--- src/rtl/ram_wb_arb_pkg.sv ---
// Shared types and Wishbone B3 cycle-type encodings for the two-master RAM arbiter.
package ram_wb_arb_pkg;

    typedef enum logic [1:0] {
        IDLE = 2'd0,
        GNT0 = 2'd1,
        GNT1 = 2'd2
    } arb_state_e;

    localparam logic [2:0] CTI_CLASSIC = 3'b000;
    localparam logic [2:0] CTI_CONST   = 3'b001;
    localparam logic [2:0] CTI_INCR    = 3'b010;
    localparam logic [2:0] CTI_EOB     = 3'b111;

    localparam logic [1:0] BTE_LINEAR = 2'b00;
    localparam logic [1:0] BTE_WRAP4  = 2'b01;
    localparam logic [1:0] BTE_WRAP8  = 2'b10;
    localparam logic [1:0] BTE_WRAP16 = 2'b11;

    // An access ends on a terminating beat of a classic cycle or burst, or on any error.
    function automatic logic end_of_access(input logic [2:0] cti, input logic ack,
                                           input logic err);
        return (ack | err) & ((cti == CTI_CLASSIC) | (cti == CTI_EOB) | err);
    endfunction

endpackage

--- src/rtl/ram_wb_arb_watchdog.sv ---
// Counts granted cycles without a slave response; flags expiry so a stuck owner can be released.
module ram_wb_arb_watchdog
    import ram_wb_arb_pkg::*;
#(
    parameter int unsigned TIMEOUT = 255
) (
    input  logic clk,
    input  logic rst,
    input  logic clear,
    input  logic enable,
    output logic expired
);

    localparam int unsigned CW = (TIMEOUT > 0) ? $clog2(TIMEOUT + 1) : 1;
    localparam logic [CW-1:0] SAT   = CW'(TIMEOUT);
    // The current cycle counts too, so expiry fires on the TIMEOUT-th silent granted cycle.
    localparam logic [CW-1:0] LIMIT = (TIMEOUT > 0) ? CW'(TIMEOUT - 1) : '0;

    logic [CW-1:0] count_q, count_d;

    // Next count: cleared when idle or on a slave response, otherwise saturating increment.
    always_comb begin
        count_d = count_q;
        if (clear || !enable) begin
            count_d = '0;
        end else if (count_q != SAT) begin
            count_d = count_q + CW'(1);
        end
    end

    // Count register with synchronous reset.
    always_ff @(posedge clk) begin
        if (rst) begin
            count_q <= '0;
        end else begin
            count_q <= count_d;
        end
    end

    // A slave response in the same cycle cancels expiry.
    always_comb begin
        expired = (TIMEOUT != 0) && enable && !clear && (count_q >= LIMIT);
    end

endmodule

--- src/rtl/ram_wb_arbiter_2m.sv ---
// Two-master Wishbone B3 arbiter in front of a single RAM slave: round-robin or fixed priority,
// bursts are never split, and every hand-over passes through an idle cycle.
module ram_wb_arbiter_2m
    import ram_wb_arb_pkg::*;
#(
    parameter int unsigned dw         = 32,
    parameter int unsigned aw         = 32,
    parameter int unsigned TIMEOUT    = 255,
    parameter int unsigned FIXED_PRIO = 0
) (
    input  logic            wb_clk_i,
    input  logic            wb_rst_i,

    input  logic [aw-1:0]   m0_wb_adr_i,
    input  logic [dw-1:0]   m0_wb_dat_i,
    input  logic [dw/8-1:0] m0_wb_sel_i,
    input  logic [1:0]      m0_wb_bte_i,
    input  logic [2:0]      m0_wb_cti_i,
    input  logic            m0_wb_cyc_i,
    input  logic            m0_wb_stb_i,
    input  logic            m0_wb_we_i,
    output logic            m0_wb_ack_o,
    output logic            m0_wb_err_o,
    output logic            m0_wb_rty_o,
    output logic [dw-1:0]   m0_wb_dat_o,

    input  logic [aw-1:0]   m1_wb_adr_i,
    input  logic [dw-1:0]   m1_wb_dat_i,
    input  logic [dw/8-1:0] m1_wb_sel_i,
    input  logic [1:0]      m1_wb_bte_i,
    input  logic [2:0]      m1_wb_cti_i,
    input  logic            m1_wb_cyc_i,
    input  logic            m1_wb_stb_i,
    input  logic            m1_wb_we_i,
    output logic            m1_wb_ack_o,
    output logic            m1_wb_err_o,
    output logic            m1_wb_rty_o,
    output logic [dw-1:0]   m1_wb_dat_o,

    output logic [aw-1:0]   s_wb_adr_o,
    output logic [dw-1:0]   s_wb_dat_o,
    output logic [dw/8-1:0] s_wb_sel_o,
    output logic [1:0]      s_wb_bte_o,
    output logic [2:0]      s_wb_cti_o,
    output logic            s_wb_cyc_o,
    output logic            s_wb_stb_o,
    output logic            s_wb_we_o,
    input  logic            s_wb_ack_i,
    input  logic            s_wb_err_i,
    input  logic            s_wb_rty_i,
    input  logic [dw-1:0]   s_wb_dat_i,

    output logic [1:0]      grant_o
);

    arb_state_e state_q, state_d;
    logic       last_owner_q, last_owner_d;  // 0: m0 owned last, 1: m1 owned last
    logic       sel_m1;
    logic       wd_clear, wd_enable, wd_expired;

    ram_wb_arb_watchdog #(
        .TIMEOUT (TIMEOUT)
    ) u_watchdog (
        .clk     (wb_clk_i),
        .rst     (wb_rst_i),
        .clear   (wd_clear),
        .enable  (wd_enable),
        .expired (wd_expired)
    );

    assign wd_enable = (state_q != IDLE);
    assign wd_clear  = s_wb_ack_i | s_wb_err_i;

    // Payload mux; cyc/stb/we are qualified by ownership below, so IDLE contents don't matter.
    assign sel_m1      = (state_q == GNT1);
    assign s_wb_adr_o  = sel_m1 ? m1_wb_adr_i : m0_wb_adr_i;
    assign s_wb_dat_o  = sel_m1 ? m1_wb_dat_i : m0_wb_dat_i;
    assign s_wb_sel_o  = sel_m1 ? m1_wb_sel_i : m0_wb_sel_i;
    assign s_wb_bte_o  = sel_m1 ? m1_wb_bte_i : m0_wb_bte_i;
    assign s_wb_cti_o  = sel_m1 ? m1_wb_cti_i : m0_wb_cti_i;
    assign m0_wb_dat_o = s_wb_dat_i;
    assign m1_wb_dat_o = s_wb_dat_i;

    // Grant follows the registered owner, blanked while reset is asserted.
    assign grant_o = {(state_q == GNT1), (state_q == GNT0)} & ~{2{wb_rst_i}};

    // Arbitration, release conditions and owner-side control/response routing.
    always_comb begin
        state_d      = state_q;
        last_owner_d = last_owner_q;
        s_wb_cyc_o   = 1'b0;
        s_wb_stb_o   = 1'b0;
        s_wb_we_o    = 1'b0;
        m0_wb_ack_o  = 1'b0;
        m0_wb_err_o  = 1'b0;
        m0_wb_rty_o  = 1'b0;
        m1_wb_ack_o  = 1'b0;
        m1_wb_err_o  = 1'b0;
        m1_wb_rty_o  = 1'b0;

        case (state_q)
            IDLE: begin
                if (m0_wb_cyc_i && m1_wb_cyc_i) begin
                    state_d = ((FIXED_PRIO != 0) || last_owner_q) ? GNT0 : GNT1;
                end else if (m0_wb_cyc_i) begin
                    state_d = GNT0;
                end else if (m1_wb_cyc_i) begin
                    state_d = GNT1;
                end
            end

            GNT0: begin
                s_wb_cyc_o  = m0_wb_cyc_i;
                s_wb_stb_o  = m0_wb_stb_i;
                s_wb_we_o   = m0_wb_we_i;
                m0_wb_ack_o = s_wb_ack_i;
                m0_wb_err_o = s_wb_err_i;
                m0_wb_rty_o = s_wb_rty_i;
                if (!m0_wb_cyc_i) begin
                    state_d      = IDLE;
                    last_owner_d = 1'b0;
                end else if (end_of_access(m0_wb_cti_i, s_wb_ack_i, s_wb_err_i) && m1_wb_cyc_i) begin
                    state_d      = IDLE;
                    last_owner_d = 1'b0;
                end else if (wd_expired) begin
                    // Stuck owner: terminate its cycle with an error and pull the slave off the bus.
                    m0_wb_err_o  = 1'b1;
                    s_wb_cyc_o   = 1'b0;
                    s_wb_stb_o   = 1'b0;
                    state_d      = IDLE;
                    last_owner_d = 1'b0;
                end
            end

            GNT1: begin
                s_wb_cyc_o  = m1_wb_cyc_i;
                s_wb_stb_o  = m1_wb_stb_i;
                s_wb_we_o   = m1_wb_we_i;
                m1_wb_ack_o = s_wb_ack_i;
                m1_wb_err_o = s_wb_err_i;
                m1_wb_rty_o = s_wb_rty_i;
                if (!m1_wb_cyc_i) begin
                    state_d      = IDLE;
                    last_owner_d = 1'b1;
                end else if (end_of_access(m1_wb_cti_i, s_wb_ack_i, s_wb_err_i) && m0_wb_cyc_i) begin
                    state_d      = IDLE;
                    last_owner_d = 1'b1;
                end else if (wd_expired) begin
                    m1_wb_err_o  = 1'b1;
                    s_wb_cyc_o   = 1'b0;
                    s_wb_stb_o   = 1'b0;
                    state_d      = IDLE;
                    last_owner_d = 1'b1;
                end
            end

            default: begin
                state_d = IDLE;
            end
        endcase

        // Whatever is in flight while reset is asserted is discarded on both sides.
        if (wb_rst_i) begin
            s_wb_cyc_o  = 1'b0;
            s_wb_stb_o  = 1'b0;
            s_wb_we_o   = 1'b0;
            m0_wb_ack_o = 1'b0;
            m0_wb_err_o = 1'b0;
            m0_wb_rty_o = 1'b0;
            m1_wb_ack_o = 1'b0;
            m1_wb_err_o = 1'b0;
            m1_wb_rty_o = 1'b0;
        end
    end

    // Owner state and round-robin history; m1 is marked last so m0 wins the first contest.
    always_ff @(posedge wb_clk_i) begin
        if (wb_rst_i) begin
            state_q      <= IDLE;
            last_owner_q <= 1'b1;
        end else begin
            state_q      <= state_d;
            last_owner_q <= last_owner_d;
        end
    end

endmodule

--- config.mk ---
export PLATFORM = sky130hd
export DESIGN_NAME = ram_wb_arbiter_2m
export DESIGN_NICKNAME = d
export VERILOG_FILES = /design/src/rtl/ram_wb_arb_pkg.sv /design/src/rtl/ram_wb_arb_watchdog.sv /design/src/rtl/ram_wb_arbiter_2m.sv
export SDC_FILE = /design/constraint.sdc
export NUM_CORES = 1
export LEC_CHECK = 0
export CAP_MARGIN = 20
export CORE_AREA = 10 10 123 125
export DETAILED_ROUTE_END_ITERATION = 12
export DIE_AREA = 0 0 133 135
export HOLD_SLACK_MARGIN = 0.05
export PLACE_DENSITY = 0.64
export SYNTH_ARGS = -nofsm -noshare
export SYNTH_HDL_FRONTEND = slang
export SYNTH_SLANG_ARGS = --single-unit
--- constraint.sdc ---
create_clock -name wb_clk_i -period 2 [get_ports wb_clk_i]
set_input_delay 0.4 -clock wb_clk_i [delete_from_list [all_inputs] [get_ports wb_clk_i]]
set_output_delay 0.4 -clock wb_clk_i [all_outputs]
set_load 0.03 [all_outputs]
* Word level (Yosys, flattened, before mapping)
Cells that the tools add are included.
** Word-level totals
- Flip-flop bits (word level) :: 11
- Input port bits :: 189
- Output and inout bits :: 148
- Word-level logic and storage cells :: 93
** Operators by class
- Add/sub/neg operators :: 1
- Order comparisons :: 1
- Equal/unequal tests :: 8
- Mux-type cells :: 56
- Bitwise operators :: 9
- Reduce and logical (&&, ||, !) cells :: 15
** Operators by type and width (count)
- 32-bit two-way mux :: 2
- 1-bit two-way mux :: 37
- 2-bit two-way mux :: 10
- 8-bit by 1-bit adder with 8-bit output, second input constant :: 1
- 8-bit >= comparator, second input constant :: 1
- 4-bit by 2-bit != test with 1-bit output, second input constant :: 2
- 8-bit != test, second input constant :: 1
- 1-bit case mux with 2 select lines :: 4
- 3-bit equality test, second input constant :: 2
- 3-bit logical NOT :: 2
- 2-bit case mux with 3 select lines :: 1
- 1-bit logical AND :: 5
- 1-bit bitwise OR :: 5
- 4-bit two-way mux :: 1
- 4-bit != test, second input constant :: 1
- 2-bit nonzero test :: 2
- 3-bit two-way mux :: 1
- 3-bit AND reduction :: 1
- 1-bit AND :: 2
- 2-bit AND :: 1
- 2-bit by 1-bit equality test with 1-bit output, second input constant :: 1
- 2-bit equality test, second input constant :: 1
- 1-bit logical NOT :: 2
- 2-bit logical NOT :: 1
- 3 further kinds :: 3

* Depth between registers and ports, before layout
- Depth in word-level cells :: 9
- Depth in mapped cells :: 7
- Mapped depth without buffers :: 7

* Hierarchy
From an unflattened synthesis, not the netlist that was laid out.
** Second synthesis, totals
- Cells, all modules :: 257
- Area, all modules :: 2265.9 um^2
** By module, submodules not included
- ram_wb_arbiter_2m :: times used 1, cells an instance 211, area each 1835.5 um^2, sequential area each 60.1 um^2
- ram_wb_arb_watchdog :: times used 1, cells an instance 46, area each 430.4 um^2, sequential area each 160.2 um^2

* Least setup slack after synthesis
No wires, ideal clock.
- Path type :: register to output
- Start :: register state_q[0]
- End :: output port m1_wb_err_o
- Arrival time :: 1996 ps
- Required time :: 1600 ps
- Slack :: -396 ps
- Cell stages (with the launch flop) :: 7
- Buffers on the path :: 2
- Path through :: dfxtp_1 > inv_1 > ha_1 > clkbuf_1 > buf_8 > nor2b_1 > nor2b_1
** On the way
- Cells in the longest elaborated chain, start to end :: 8
- Elaborated cells between the ends (all ways) :: 9
- Those cells by class :: eq/ne (1); mux (5); reduce/logical (3)
** Ends and longest elaborated chain
- start, declared :: RTL line ram_wb_arbiter_2m.sv:56 : arb_state_e state_q, state_d;
- start signal, assigned :: RTL line ram_wb_arbiter_2m.sv:182 : state_q <= state_d;
- 2-bit nonzero test :: RTL line ram_wb_arbiter_2m.sv:71 : assign wd_enable = (state_q != IDLE);
- 1-bit logical AND (2 in a row) :: RTL line ram_wb_arb_watchdog.sv:42 : expired = (TIMEOUT != 0) && enable && !clear && (count_q >= LIMIT);
- 1-bit two-way mux :: RTL line ram_wb_arbiter_2m.sv:148 : end else if (wd_expired) begin
- 1-bit two-way mux :: RTL line ram_wb_arbiter_2m.sv:145 : end else if (end_of_access(m1_wb_cti_i, s_wb_ack_i, s_wb_err_i) && m0_wb_cyc_i) begin
- 1-bit two-way mux :: RTL line ram_wb_arbiter_2m.sv:142 : if (!m1_wb_cyc_i) begin
- 1-bit two-way mux * :: RTL line ram_wb_arbiter_2m.sv:101 : case (state_q)
- 1-bit two-way mux * :: RTL line ram_wb_arbiter_2m.sv:163 : if (wb_rst_i) begin
- end, declared :: RTL line ram_wb_arbiter_2m.sv:36 : output logic m1_wb_err_o,
Mark *: on every way between the ends. The rest lies on a longest branch, timed or not.

* Worst setup path after layout
- Start :: register state_q[0]
- End :: output port m0_wb_err_o
** On the way
- Cells in the longest elaborated chain, start to end :: 8
- Elaborated cells between the ends (all ways) :: 9
- Those cells by class :: eq/ne (1); mux (5); reduce/logical (3)
** Ends and longest elaborated chain
- 2-bit nonzero test :: RTL line ram_wb_arbiter_2m.sv:71
- 1-bit logical AND (2 in a row) :: RTL line ram_wb_arb_watchdog.sv:42
- 1-bit two-way mux :: RTL line ram_wb_arbiter_2m.sv:125 : end else if (wd_expired) begin
- 1-bit two-way mux :: RTL line ram_wb_arbiter_2m.sv:122 : end else if (end_of_access(m0_wb_cti_i, s_wb_ack_i, s_wb_err_i) && m1_wb_cyc_i) begin
- 1-bit two-way mux :: RTL line ram_wb_arbiter_2m.sv:119 : if (!m0_wb_cyc_i) begin
- 1-bit two-way mux * :: RTL line ram_wb_arbiter_2m.sv:101
- 1-bit two-way mux * :: RTL line ram_wb_arbiter_2m.sv:163
- end, declared :: RTL line ram_wb_arbiter_2m.sv:23 : output logic m0_wb_err_o,
Marks and branches as above.

==> impl_metrics.tcl <==
set metrics [dict create \
    outcome "finished, violations left" \
    violations "setup timing" \
    core_region_area_um2 12570 \
    synth_commonest_cells "sky130_fd_sc_hd__mux2_2, sky130_fd_sc_hd__buf_4, sky130_fd_sc_hd__nor2_1" \
    combinational_group_share_of_total_power 0.740 \
    wl_met1_um 5022 \
    cts-hold-fix-buffers 0 \
    synth_area_um2 2203 \
    final_cell_area_um2 5368 \
    routabilityCongestion 0.7890 \
    clock_skew_ns 0.0008584 \
    finalMaxSlewViolations 0 \
    avgSynthCellArea_um2 8.607 \
    switching_power_uw 813.9 \
    layout.nets 686 \
    holdPathEnd "last_owner_q$_SDFFE_PP1P_" \
    cp_slowest_stage_delay_ns 0.34 \
    final.fill_count 1178 \
    first_global_vias 3090 \
    ys_seq_elements 11 \
    synth-async-reset-ratio 0 \
    numClockSinks 11 \
    drtPass1Iterations 4 \
    worstRegToRegCells 10 \
    setup_slack_of_the_worst_register_to_register_path_ns 0.13 \
    power.static_leakage_uw 0.002281 \
    grt_overflow_total 0 \
    total_die_area_um2 17960 \
    power.clock.fraction 0.158 \
    number_of_vias_in_the_routed_layout 2725 \
    timing.critical_path.arrival_ns 1.95 \
    post-route-period-util 1.177 \
    max_slew_margin 0.7431 \
    synth.net_count 451 \
    max-clock-path-buffers 2 \
    number_of_antenna_violations_at_the_first_check_in_global_routing 2 \
    critical_path.slowest_cell "sky130_fd_sc_hd__or3_4" \
    cts_made_buffers 3 \
    die-width_um 133 \
    areaGrowthSynthToFinish_pct 143.6 \
    achievable-frequency_mhz 424.9 \
    pin_count_of_the_biggest_net_entering_global_routing 12 \
    layout-drive-gt1-share 0.5143 \
    post_synth_num_cell_types 40 \
    ys.warnings.count 0 \
    syn_inst 256 \
    depth_of_the_cts_h_tree 1 \
    clock_tree_from_tritoncts "done" \
    global_route_wire_length_before_repair_um 19530 \
    wl_um 14110 \
    cts_root_buf "sky130_fd_sc_hd__clkbuf_16" \
    synth-edff-count 0 \
    met2RoutedLength_um 7396 \
    crit_path_start_kind "register" \
    setup_violations 79 \
    hold_path_startpoint "last_owner_q$_SDFFE_PP1P_" \
    reg2reg_from "state_q[0]$_SDFFE_PP0P_" \
    clk_pin_slew_ns 0.04 \
    drt-wirelength-per-cell_um 21.26 \
    synth_sequential_area_ratio 0.09994 \
    post-place-ws_ns -0.9890 \
    critical_path.reg2reg.endpoint "last_owner_q$_SDFFE_PP1P_" \
    synth.largest_area_cell "sky130_fd_sc_hd__mux2_2" \
    post-synth-top-count-cell "sky130_fd_sc_hd__mux2_2" \
    die_height_um 135 \
    power_frac_seq 0.102 \
    critPathCaptureType "output pin" \
    row_count 41 \
    grt_setup_unrepaired "yes" \
    area_after_detailed_placement_um2 4459 \
    sw_frac_of_total 0.3543 \
    worst_pin_slew_ns 0.3853 \
    detail_route.drc_violations 0 \
    whs_path_depth 2 \
    hp-class "register to register" \
    pin_count 337 \
    start_util 0.1753 \
    crit_path_cell_trace "inv_2 > ha_4 > or3_4 > nor4_4 > buf_4 > a21oi_2 > nor2b_2 > buf_6" \
    power.ir.vdd_worst_mv 0.1958 \
    buffer_ports.inserted 240 \
    postLayoutSetupSlackWorst_ns -0.3535 \
    worst-path-max-fanout 4 \
    grt_usage 0.1397 \
    drv_cap 0 \
    power.internal_uw 1483 \
    worst_skew_pair.late_latency_ns 0.24 \
    timing.setup.critical_path_class "register to output pin" \
    dp.final_hpwl_um 11520 \
    synth.top_cell.area_share 0.3424 \
    met3_length_um 1539 \
    highest_layer "met4" \
    drt_first_iter_violations 86 \
    hold_viol 0 \
    worstPathRequired_ns 1.60 \
    power.density_cell_area_nw_per_um2 427.9 \
    route.detailed.vias_per_inst 4.104 \
    ant_nets 0 \
    finalWorstPathRequiredPeriod_ns 2.354 \
    synthTopCellsByArea "sky130_fd_sc_hd__mux2_2, sky130_fd_sc_hd__buf_4, sky130_fd_sc_hd__dfxtp_1, sky130_fd_sc_hd__ha_1, sky130_fd_sc_hd__mux2_1" \
    postSynth.topFlopCell "sky130_fd_sc_hd__dfxtp_1" \
]
[cell usage in the layout (no fill, tap or decap), types with 6 or more instances in the layout]
master and instances:
sky130_fd_sc_hd__clkdlybuf4s50_1 154, sky130_fd_sc_hd__buf_6 84, sky130_fd_sc_hd__buf_4 48, sky130_fd_sc_hd__mux2_2 45, sky130_fd_sc_hd__mux2_4 28, sky130_fd_sc_hd__nand2_1 12, sky130_fd_sc_hd__nor2_1 12, sky130_fd_sc_hd__dfxtp_1 9
sky130_fd_sc_hd__a21oi_1 8, sky130_fd_sc_hd__buf_8 7, sky130_fd_sc_hd__nand3_1 6
[final cells by class]
type / count / area [µm²] / area share
diodes: 2 / 5.005 / 0.0009324
clock buffers: 4 / 78.83 / 0.01469
inverters: 6 / 22.52 / 0.004196
multi-input cells: 163 / 1575 / 0.2935
flip-flops and latches: 11 / 222.7 / 0.04149
well taps: 172 / 215.2 / 0.04009
repair buffers: 306 / 3248 / 0.6051
[flip-flops by register name, indices dropped and copies added, names as in the netlist]
register and flops:
last_owner_q 1, state_q 2, u_watchdog.count_q 8
[per-layer routing]
layer / GRT usage / up-vias
met4: 0.02567 / 0
met1: 0.1444 / 1249
met2: 0.2518 / 165
met5: 0 / -
li1: - / 1294
met3: 0.06825 / 17
[cell families (layout without fill, tap and decap cells)]
group	after synthesis	after routing	synth area share
XOR/XNOR	4	4	0.01590
adder cells (fa/ha/maj)	6	6	0.03407
buffers and inverters	82	316	0.2669
other	0	2	0
multiplexers	73	73	0.3731
flip-flops	11	11	0.09994
AND/OR/NAND/NOR	55	55	0.1374
AO/OA/AOI/OAI	25	25	0.07269
[worst max-delay path, delay by kind of cell, from the launching register on]
family	cells	cell delay (ns)
adder cells (fa/ha/maj)	1	0.15
buffers and inverters	3	0.40
AO/OA/AOI/OAI	1	0.06
AND/OR/NAND/NOR	3	0.78
flip-flops	1	0.32
[how the worst max path moves through the flow]
stage / from / endpoint / cells after the start
after global placement: s_wb_err_i / s_wb_stb_o / 7
final: state_q[0]$_SDFFE_PP0P_ / m0_wb_err_o / 8
after floorplan: state_q[0]$_SDFFE_PP0P_ / m0_wb_err_o / 6
after detailed placement: s_wb_ack_i / s_wb_stb_o / 7
after global routing: state_q[1]$_SDFFE_PP0P_ / s_wb_stb_o / 8
after CTS: state_q[1]$_SDFFE_PP0P_ / s_wb_stb_o / 8
[power groups by stage]
stage                     Sequential [µW]  Clock (µW)  Combinational (µW)
after global routing                  236         381                1780
after global placement                238           0                1330
after floorplan                       240           0                 882
final                                 235         363                1700
after detailed placement              239           0                1340
after CTS                             235         372                1640
[through the flow]
stage / cells / power, µW / hold slack, ns / TNS [ns] / utilization
3_5_place_dp: 630 / 1581 / 0.5178 / -8.131 / 0.3548
4_1_cts: 653 / 2246 / 0.5249 / -11.98 / 0.4122
3_3_place_gp: 630 / 1572 / 0.5161 / -7.541 / 0.3548
2_1_floorplan: 256 / 1122 / 0.4650 / -0.6252 / -
6_report: 664 / 2297 / 0.5276 / -14.82 / 0.4271
5_1_grt: 662 / 2392 / 0.5418 / -17.93 / 0.4267
[repair_timing]
item / in CTS / in global routing
setup buffers: 14 / 9
endpoints found under the hold margin: 0 / 0
pin swaps: 3 / 4
resized for setup: 299 / 26
endpoints found under the setup margin: 75 / 83
gates cloned: 5 / 1
(Power assumes the default switching activity.)
